==> config.mk <==
export PLATFORM = sky130hd
export DESIGN_NAME = sfm_in_stage
export DESIGN_NICKNAME = d
export VERILOG_FILES = /design/src/rtl/sfm_in_stage.sv
export SDC_FILE = /design/constraint.sdc
export NUM_CORES = 1
export LEC_CHECK = 0
export ABC_AREA = 0
export CAP_MARGIN = 20
export CORE_MARGIN = 2
export CORE_UTILIZATION = 50
export CTS_CLUSTER_DIAMETER = 120
export CTS_CLUSTER_SIZE = 28
export DETAILED_ROUTE_END_ITERATION = 7
export PLACE_DENSITY = 0.81
export SYNTH_ARGS = -nofsm -noshare
export SYNTH_HDL_FRONTEND = slang
export SYNTH_SLANG_ARGS = --single-unit
==> constraint.sdc <==
create_clock -name clk_i -period 10.1 [get_ports clk_i]
set_input_delay 1.515 -clock clk_i [delete_from_list [all_inputs] [get_ports clk_i]]
set_output_delay 1.515 -clock clk_i [all_outputs]
set_load 0.01 [all_outputs]
==> src/rtl/sfm_in_stage.sv <==
// Input conditioning stage for the softmax datapath: byte strobes -> element strobes,
// tail masking against the job length, last-beat marking, and a small output buffer.
// Latency: one cycle minimum from an accepted beat to valid. ready is low when the buffer is full.
//
// Ports:
//   clk_i, rst_ni, clear_i      clock, synchronous active-low reset, synchronous flush
//   start_i, len_i              job start (honoured only in IDLE) and element count
//   valid_i/ready_o/data_i/strb_i   upstream stream with byte strobes
//   valid_o/ready_i/data_o/strb_o/last_o   downstream stream with per-element strobes
//   busy_o, done_o, count_o     job status, completion pulse, emitted element count
module sfm_in_stage #(
  parameter int DATA_WIDTH = 128,
  parameter int ELEM_WIDTH = 16,
  parameter int FIFO_DEPTH = 2,
  parameter int LEN_WIDTH  = 32
) (
  input  logic                             clk_i,
  input  logic                             rst_ni,
  input  logic                             clear_i,
  input  logic                             start_i,
  input  logic [LEN_WIDTH-1:0]             len_i,
  input  logic                             valid_i,
  output logic                             ready_o,
  input  logic [DATA_WIDTH-1:0]            data_i,
  input  logic [DATA_WIDTH/8-1:0]          strb_i,
  output logic                             valid_o,
  input  logic                             ready_i,
  output logic [DATA_WIDTH-1:0]            data_o,
  output logic [DATA_WIDTH/ELEM_WIDTH-1:0] strb_o,
  output logic                             last_o,
  output logic                             busy_o,
  output logic                             done_o,
  output logic [LEN_WIDTH-1:0]             count_o
);

  localparam int VECT_WIDTH     = DATA_WIDTH / ELEM_WIDTH;
  localparam int BYTES_PER_ELEM = ELEM_WIDTH / 8;
  localparam int CNT_W          = $clog2(VECT_WIDTH + 1);
  localparam int PTR_W          = (FIFO_DEPTH > 1) ? $clog2(FIFO_DEPTH) : 1;
  localparam int OCC_W          = $clog2(FIFO_DEPTH + 1);

  typedef enum logic [1:0] {IDLE, RUN, DRAIN} state_t;

  state_t               state;
  logic [LEN_WIDTH-1:0] remaining;

  // Buffer storage; each entry also carries how many in-range elements it holds
  // so the element count can be advanced when the beat leaves.
  logic [DATA_WIDTH-1:0] mem_data [FIFO_DEPTH];
  logic [VECT_WIDTH-1:0] mem_strb [FIFO_DEPTH];
  logic                  mem_last [FIFO_DEPTH];
  logic [CNT_W-1:0]      mem_cnt  [FIFO_DEPTH];
  logic [PTR_W-1:0]      wr_ptr;
  logic [PTR_W-1:0]      rd_ptr;
  logic [OCC_W-1:0]      occ;

  logic                  fifo_full;
  logic                  fifo_empty;
  logic                  push;
  logic                  pop;
  logic [VECT_WIDTH-1:0] push_strb;
  logic                  push_last;
  logic [LEN_WIDTH-1:0]  push_take;
  logic [LEN_WIDTH-1:0]  vect_len;
  logic [LEN_WIDTH:0]    count_sum;

  assign vect_len   = LEN_WIDTH'(VECT_WIDTH);
  assign fifo_full  = (occ == OCC_W'(FIFO_DEPTH));
  assign fifo_empty = (occ == '0);

  assign ready_o = (state == RUN) && !fifo_full;
  assign valid_o = !fifo_empty;
  assign push    = valid_i && ready_o;
  assign pop     = valid_o && ready_i;

  // An element is valid only if all of its bytes are strobed and it lies
  // within the remaining job length (positions count regardless of strobes).
  always_comb begin
    push_strb = '0;
    for (int i = 0; i < VECT_WIDTH; i++) begin
      push_strb[i] = (&strb_i[i*BYTES_PER_ELEM +: BYTES_PER_ELEM]) &&
                     (LEN_WIDTH'(i) < remaining);
    end
  end

  assign push_last = (remaining <= vect_len);
  assign push_take = push_last ? remaining : vect_len;

  assign data_o = mem_data[rd_ptr];
  assign strb_o = valid_o ? mem_strb[rd_ptr] : '0;
  assign last_o = valid_o && mem_last[rd_ptr];

  assign count_sum = {1'b0, count_o} + (LEN_WIDTH+1)'(mem_cnt[rd_ptr]);

  // Storage needs no reset: occupancy alone decides what is visible.
  always_ff @(posedge clk_i) begin
    if (push) begin
      mem_data[wr_ptr] <= data_i;
      mem_strb[wr_ptr] <= push_strb;
      mem_last[wr_ptr] <= push_last;
      mem_cnt[wr_ptr]  <= CNT_W'(push_take);
    end
  end

  always_ff @(posedge clk_i) begin
    if (!rst_ni || clear_i) begin
      state     <= IDLE;
      remaining <= '0;
      count_o   <= '0;
      busy_o    <= 1'b0;
      done_o    <= 1'b0;
      wr_ptr    <= '0;
      rd_ptr    <= '0;
      occ       <= '0;
    end else begin
      done_o <= 1'b0;

      if (push) begin
        wr_ptr <= (wr_ptr == PTR_W'(FIFO_DEPTH-1)) ? '0 : wr_ptr + PTR_W'(1);
      end
      if (pop) begin
        rd_ptr <= (rd_ptr == PTR_W'(FIFO_DEPTH-1)) ? '0 : rd_ptr + PTR_W'(1);
        count_o <= count_sum[LEN_WIDTH] ? '1 : count_sum[LEN_WIDTH-1:0];
      end
      case ({push, pop})
        2'b10:   occ <= occ + OCC_W'(1);
        2'b01:   occ <= occ - OCC_W'(1);
        default: occ <= occ;
      endcase

      case (state)
        IDLE: begin
          if (start_i) begin
            count_o <= '0;
            if (len_i != '0) begin
              remaining <= len_i;
              state     <= RUN;
              busy_o    <= 1'b1;
            end else begin
              done_o <= 1'b1;
            end
          end
        end
        RUN: begin
          if (push) begin
            remaining <= remaining - push_take;
            if (push_last) begin
              state <= DRAIN;
            end
          end
        end
        DRAIN: begin
          if (pop && mem_last[rd_ptr]) begin
            state  <= IDLE;
            busy_o <= 1'b0;
            done_o <= 1'b1;
          end
        end
        default: state <= IDLE;
      endcase
    end
  end

endmodule

==> results of run 1 <==
[metal layers]
| metal | share of wire, % | global-route usage (%) |
|---|---|---|
| met5 | 0.037 | 0 |
| met4 | 1.8 | 3.99 |
| met3 | 8.3 | 3.70 |
| met2 | 50 | 38.1 |
| met1 | 40 | 29.2 |
[state kept, by name, indices dropped and copies added, names as in the netlist, 2 cells and up, named ones only]
name       cells
count_o       32
occ            2
mem_cnt        8
mem_strb      16
mem_data     256
remaining     32
state          2
mem_last       2
[power breakdown]
| group | total, W | leakage (nW) | switching (W) | internal (W) |
|---|---|---|---|---|
| combinational | 0.000281 | 2.70 | 0.000142 | 0.000139 |
| clock | 0.000741 | 0.227 | 0.000420 | 0.000322 |
| sequential | 0.00161 | 3.14 | 0.0000134 | 0.00160 |
| total | 0.00263 | 6.07 | 0.000575 | 0.00206 |
[layout make-up]
| cell class | instances | area share (%) |
|---|---|---|
| clock buffer | 27 | 2.44 |
| clock inverter | 1 | 0.0593 |
| inverter | 14 | 0.277 |
| multi-input combinational | 605 | 23.2 |
| sequential | 355 | 52.3 |
| tap | 384 | 2.53 |
| timing repair buffer | 366 | 19.2 |
[stage by stage]
| step | area (sq um) | std cells | power [W] |
|---|---|---|---|
| after global placement | 18500 | 1723 | 0.00191 |
| final | 19000 | 1752 | 0.00263 |
| after detailed placement | 18500 | 1724 | 0.00192 |
| after floorplan | 14600 | 1021 | 0.00178 |
| after CTS | 19000 | 1752 | 0.00265 |
| after global routing | 19000 | 1752 | 0.00272 |
[layout by cell type, fill, tap and decap left out, drive strengths merged, types with 14 or more instances in the layout]
cell type	instances
clkdlybuf4s50	354
edfxtp	282
mux2	131
dfxtp	73
nor2	65
a21oi	58
nand2	56
nor3	29
xnor2	29
clkbuf	27
nor4	26
o21ai	23
nand3	22
inv	14
[final timing paths]
check                                                 from                         end  slack [ps]  cells after the start
worst max-delay path                              register                      last_o        5180                      4
worst min-delay path            remaining[21]$_SDFFE_PP0P_  remaining[21]$_SDFFE_PP0P_         500                      1
worst max register to register  remaining[16]$_SDFFE_PP0P_  remaining[22]$_SDFFE_PP0P_        5970                     12
worst min register to register  remaining[21]$_SDFFE_PP0P_  remaining[21]$_SDFFE_PP0P_         500                      1
[kinds of logic after synthesis]
family,after synthesis,synth area share [%]
flops,355,68.1
mux,142,10.9
other cells,1,0.0257
compound gates,154,7.13
buf+inv,61,1.83
xor+xnor,31,1.86
fa+ha+maj,7,0.652
simple gates,270,9.58
==> run_results.csv, run 1 <==
group,metric,value,unit
route,vias_per_cell,5.71,
die,dieArea,30600,sq um
placement,pre_cts_slack,5330,ps
die,die_w,175,microns
grt,track_usage,21.8,%
sta,finClkSkew,23.1,ps
sta,hold_viol,0,
die,die_h,175,microns
yosys,ys_warn_count,0,
final_layout,fin_util,66.2,%
hold_path,holdCritPathClass,"reg2reg",
sta,fin_hold_ws,496,ps
flow_run,maxCapViolCount,0,
clock_network,htreeDepth,1,
worst_setup_path,cp_top_family,"buffers and inverters",
worst_setup_path,crit_required,8590,ps
die,start_util,50.8,%
final_layout,diodes,0,
run_status,outcome,"complete, no violations",
yosys,ys_seq_area_share,68.1,%
sta,layout_worst_path_cycle_share,48.7,%
yosys,avgSynthCellArea,14.3,sq um
route,wl,35100,microns
worst_setup_path,cp_max_fo,76,
route,vias,10000,
grt,grt_max_degree,80,
worst_setup_path,slowest_stage,"dfxtp_4",
yosys,syn_area,14600,sq um
final_layout,seq_area,9930,sq um
clock_network,cts_inserted_buffers,16,
sta,rsz0062_at_grt,"false",
final_layout,nets,1547,
clock_network,clkSlewWorstSetupHoldPaths,110,ps
route,drtIter0Drc,927,
clock_network,clock_path_buffers,3,
clock_network,cts_setup_buffers,0,
yosys,synth-main-ff-cell,"edfxtp_1",
yosys,synthTopCellsByArea,"edfxtp_1, mux2_2, dfxtp_1",
clock_network,clk_latency,500,ps
placement,port_buffers,354,
sta,worst_pin_slew,1070,ps
grt,first_global_vias,9573,
route,antenna_left,0,
sta,fin_ws,5180,ps
worst_setup_path,cp-start-kind,"register",
clock_network,ctsHoldBuffers,0,
sta,maxSlewHeadroom,28.4,%
sta,setup_tns,0,ps
route,wl_per_cell,20.0,microns
yosys,synth-seq-cells,355,
yosys,synth_edf_count,282,
grt,grt_first_pass_wirelength,53000,microns
final_layout,area_delta_synth_final,30.2,%
worst_setup_path,cpPeakStageDelay,930,ps
worst_setup_path,critical_path_class,"reg2out",
final_layout,drive_gt1_share,13.6,%
yosys,yosysTopAreaCell,"edfxtp_1",
die,num_rows,62,
yosys,synth.most_common_cell,"edfxtp_1",
grt,grt-ovfl-total,0,
pwr,vdd_ir_drop_max,0.142,mV
route,drc,0,
yosys,netlist.area_leader.share,58.0,%
grt,antenna_found_initial,1,
worst_setup_path,arrival,3400,ps
clock_network,root_buffer,"clkbuf_16",
clock_network,cts-resized-gates,0,
final_layout,multiInputGateArea,4400,sq um
worst_setup_path,worstPathCellList,"buf_4 > mux2i_1 > nor2_1 > clkdlybuf4s50_1",
sta,max_clock_freq,203,MHz
pwr,p_leak,6.07,nW
sta,setup_viol,0,
worst_setup_path,crit_path_end_kind,"output pin",
placement,gp_congestion,0.880,
clock_network,tritoncts,"done",
die,ioPinCount,355,
placement,post-dp-hpwl,24400,microns
yosys,synthCells,1021,
clock_network,cts.sinks,355,
yosys,synth_cell_types,73,
final_layout,fill_cells,2077,
yosys,ys_async_sr_fraction,0,%
die,coreArea,28700,sq um
yosys,synthTopCellsByCount,"edfxtp_1, mux2_2, dfxtp_1, nor2_1, a21oi_1",
route,drt_pass1_iterations,5,
pwr,p_per_area,139,nW/um^2
worst_setup_path,timing.critical_path.buf_inv,2,
sta,min_period,4920,ps
yosys,syn-num-nets,1210,
sta,slew_violations,0,
Note: power is estimated with default switching activity, not from simulation.
==> inputs of run 2 (changes only) <==
--- a/config.mk
+++ b/config.mk
@@ -8,11 +8,11 @@
 export ABC_AREA = 0
 export CAP_MARGIN = 20
 export CORE_MARGIN = 2
-export CORE_UTILIZATION = 50
+export CORE_UTILIZATION = 45
 export CTS_CLUSTER_DIAMETER = 120
 export CTS_CLUSTER_SIZE = 28
 export DETAILED_ROUTE_END_ITERATION = 7
-export PLACE_DENSITY = 0.81
+export PLACE_DENSITY = 0.77
 export SYNTH_ARGS = -nofsm -noshare
 export SYNTH_HDL_FRONTEND = slang
 export SYNTH_SLANG_ARGS = --single-unit
==> constraint.sdc (replaced) <==
create_clock -name clk_i -period 4 [get_ports clk_i]
set_input_delay 0.6 -clock clk_i [delete_from_list [all_inputs] [get_ports clk_i]]
set_output_delay 0.6 -clock clk_i [all_outputs]
set_load 0.01 [all_outputs]
==> run 2 against run 1 <==
Net effect:
- sequential power rose to 2.5 times the previous value
- worst hold slack worse by 13 ps
- clock skew down 6.9 ps
- critical path type is now reg2reg
- largest power group unchanged
- highest routed layer unchanged
==> run_results.csv, run 2 (synthesis gave the netlist of run 1 again) <==
group,metric,value,unit
worst_setup_path,cp_max_fo,8,
worst_setup_path,critical_path_class,"reg2reg",
sta,rsz0062_at_grt,"false",
grt,grt-ovfl-total,0,
route,drc,0,
hold_path,holdCritPathClass,"reg2reg",
route,vias,9898,
worst_setup_path,cp-startpoint,"remaining[26]$_SDFFE_PP0P_",
worst_setup_path,path_depth,12,
placement,placed_cells,1746,
clock_network,cts-resized-gates,0,
sta,slew_violations,0,
grt,grt_max_degree,138,
die,start_util,46.0,%
sta,worst_pin_slew,853,ps
worst_setup_path,cpPeakStageDelay,590,ps
final_layout,area_delta_synth_final,30.9,%
final_layout,drive_gt1_share,13.9,%
grt,grt_first_pass_wirelength,53900,microns
worst_setup_path,rrSetupSlack,460,ps
final_layout,final_cell_mix,"clkdlybuf4s50_1, edfxtp_1, mux2_2",
sta,finClkSkew,16.2,ps
worst_setup_path,timing.critical_path.buf_inv,0,
clock_network,clock_path_buffers,3,
die,num_rows,65,
pwr,p_leak,6.09,nW
pwr,p_per_area,351,nW/um^2
worst_setup_path,r2r_end,"remaining[14]$_SDFFE_PP0P_",
worst_setup_path,slowest_stage,"or4_4",
sta,setup_viol,0,
worst_setup_path,rr_worst_depth,12,
route,drtIter0Drc,755,
placement,port_buffers,354,
sta,layout_worst_path_cycle_share,88.6,%
clock_network,tritoncts,"done",
sta,max_clock_freq,282,MHz
worst_setup_path,worstPathCellList,"or4_4 > or4_4 > nor2_1 > nand2_1 > nand2_1 > ha_1 > nor2_1 > nor3_1 > o21ai_0 > mux2i_1 > nor3_1 > nor4b_1",
pwr,total_power,0.00670,W
worst_setup_path,crit_required,4400,ps
route,antenna_left,0,
worst_setup_path,crit_path_end_kind,"register",
grt,track_usage,20.4,%
die,ioPinCount,355,
route,drt_pass1_iterations,6,
worst_setup_path,cp-endpoint,"remaining[14]$_SDFFE_PP0P_",
placement,gp_congestion,0.888,
flow_run,maxCapViolCount,0,
hold_path,hold_path.startpoint,"remaining[21]$_SDFFE_PP0P_",
clock_network,cts.sinks,355,
final_layout,final_common_cell,"clkdlybuf4s50_1",
sta,maxSlewHeadroom,42.9,%
worst_setup_path,cp-start-kind,"register",
grt,first_global_vias,9593,
run_status,outcome,"complete, no violations",
final_layout,largest_reg_flops,256,
clock_network,cts_inserted_buffers,16,
clock_network,ctsHoldBuffers,0,
pwr,vdd_ir_drop_max,0.248,mV
die,dieArea,33900,sq um
route,vias_per_cell,5.57,
final_layout,reg_top3,"mem_data x256, count_o x32, remaining x32",
clock_network,htreeDepth,1,
clock_network,clk_latency,510,ps
worst_setup_path,r2r-start,"remaining[26]$_SDFFE_PP0P_",
die,die_w,184,microns
worst_setup_path,cp_top_family,"simple AND/OR/NAND/NOR gates",
placement,post-dp-hpwl,25400,microns
worst_setup_path,arrival,3940,ps
clock_network,root_buffer,"clkbuf_16",
sta,hold_viol,0,
grt,antenna_found_initial,3,
sta,setup_tns,0,ps
die,coreArea,31700,sq um
clock_network,cts_setup_buffers,0,
sta,min_period,3540,ps
final_layout,largest_register,"mem_data",
route,wl_per_cell,20.6,microns
route,wl,36600,microns
die,die_h,184,microns
final_layout,finalNonFillerCells,1776,
clock_network,clkSlewWorstSetupHoldPaths,110,ps
final_layout,nets,1551,
-- run 2: changes by cell type in the layout (fill, tap and decap cells not counted) --
cell,before,now
a211oi_1,6,5
a211oi_2,0,1
buf_12,0,5
buf_16,1,0
diode_2,0,2
inv_6,0,1
inv_8,1,0
-- run 2: area by class of cell --
cell class	count	area [sq um]
flip-flops and latches	355	9930
repair buffers	370	3730
clock buffers	27	463
clock inverters	1	8.76
multi-input cells	605	4410
diodes	2	5.00
inverters	14	52.6
fillers	2470	12600
well taps	402	503
-- run 2: per-layer routing --
layer	global-route usage, %	wire length, microns	vias up
met5	0	9	-
met4	4.54	701	2
met3	5.47	3430	50
met2	34.9	17700	416
met1	26.1	14700	4841
li1	-	-	4589
-- run 2: how the worst min path moves through the flow --
stage                                      end  depth (start not counted)
floorplan           remaining[21]$_SDFFE_PP0P_                          1
global placement    remaining[21]$_SDFFE_PP0P_                          1
detailed placement  remaining[21]$_SDFFE_PP0P_                          1
CTS                 remaining[21]$_SDFFE_PP0P_                          1
global route        remaining[21]$_SDFFE_PP0P_                          1
finish              remaining[21]$_SDFFE_PP0P_                          1
-- run 2: worst reg2reg max path: cells and delay by family (launching register included) --
family	cells	cell delay [ps]
DFF	1	390
and+or+nand+nor	9	2230
AOI/OAI and AO/OA	1	150
adders and majority gates	1	300
muxes	1	350
-- run 2: per-stage QoR --
step	area, sq um	hold WS [ps]	setup WS [ps]	util, %
2_1_floorplan	14600	437	154	-
6_report	19100	483	458	60.2
4_1_cts	19100	479	530	60.2
3_3_place_gp	18600	457	613	58.7
3_5_place_dp	18600	462	546	58.7
5_1_grt	19100	494	288	60.2
-- run 2: where the power goes --
part / leakage [nW] / internal, W / switching (W)
Combinational: 2.73 / 0.000363 / 0.000360
Clock: 0.226 / 0.000811 / 0.00110
Sequential: 3.14 / 0.00404 / 0.0000323
Total: 6.09 / 0.00521 / 0.00149
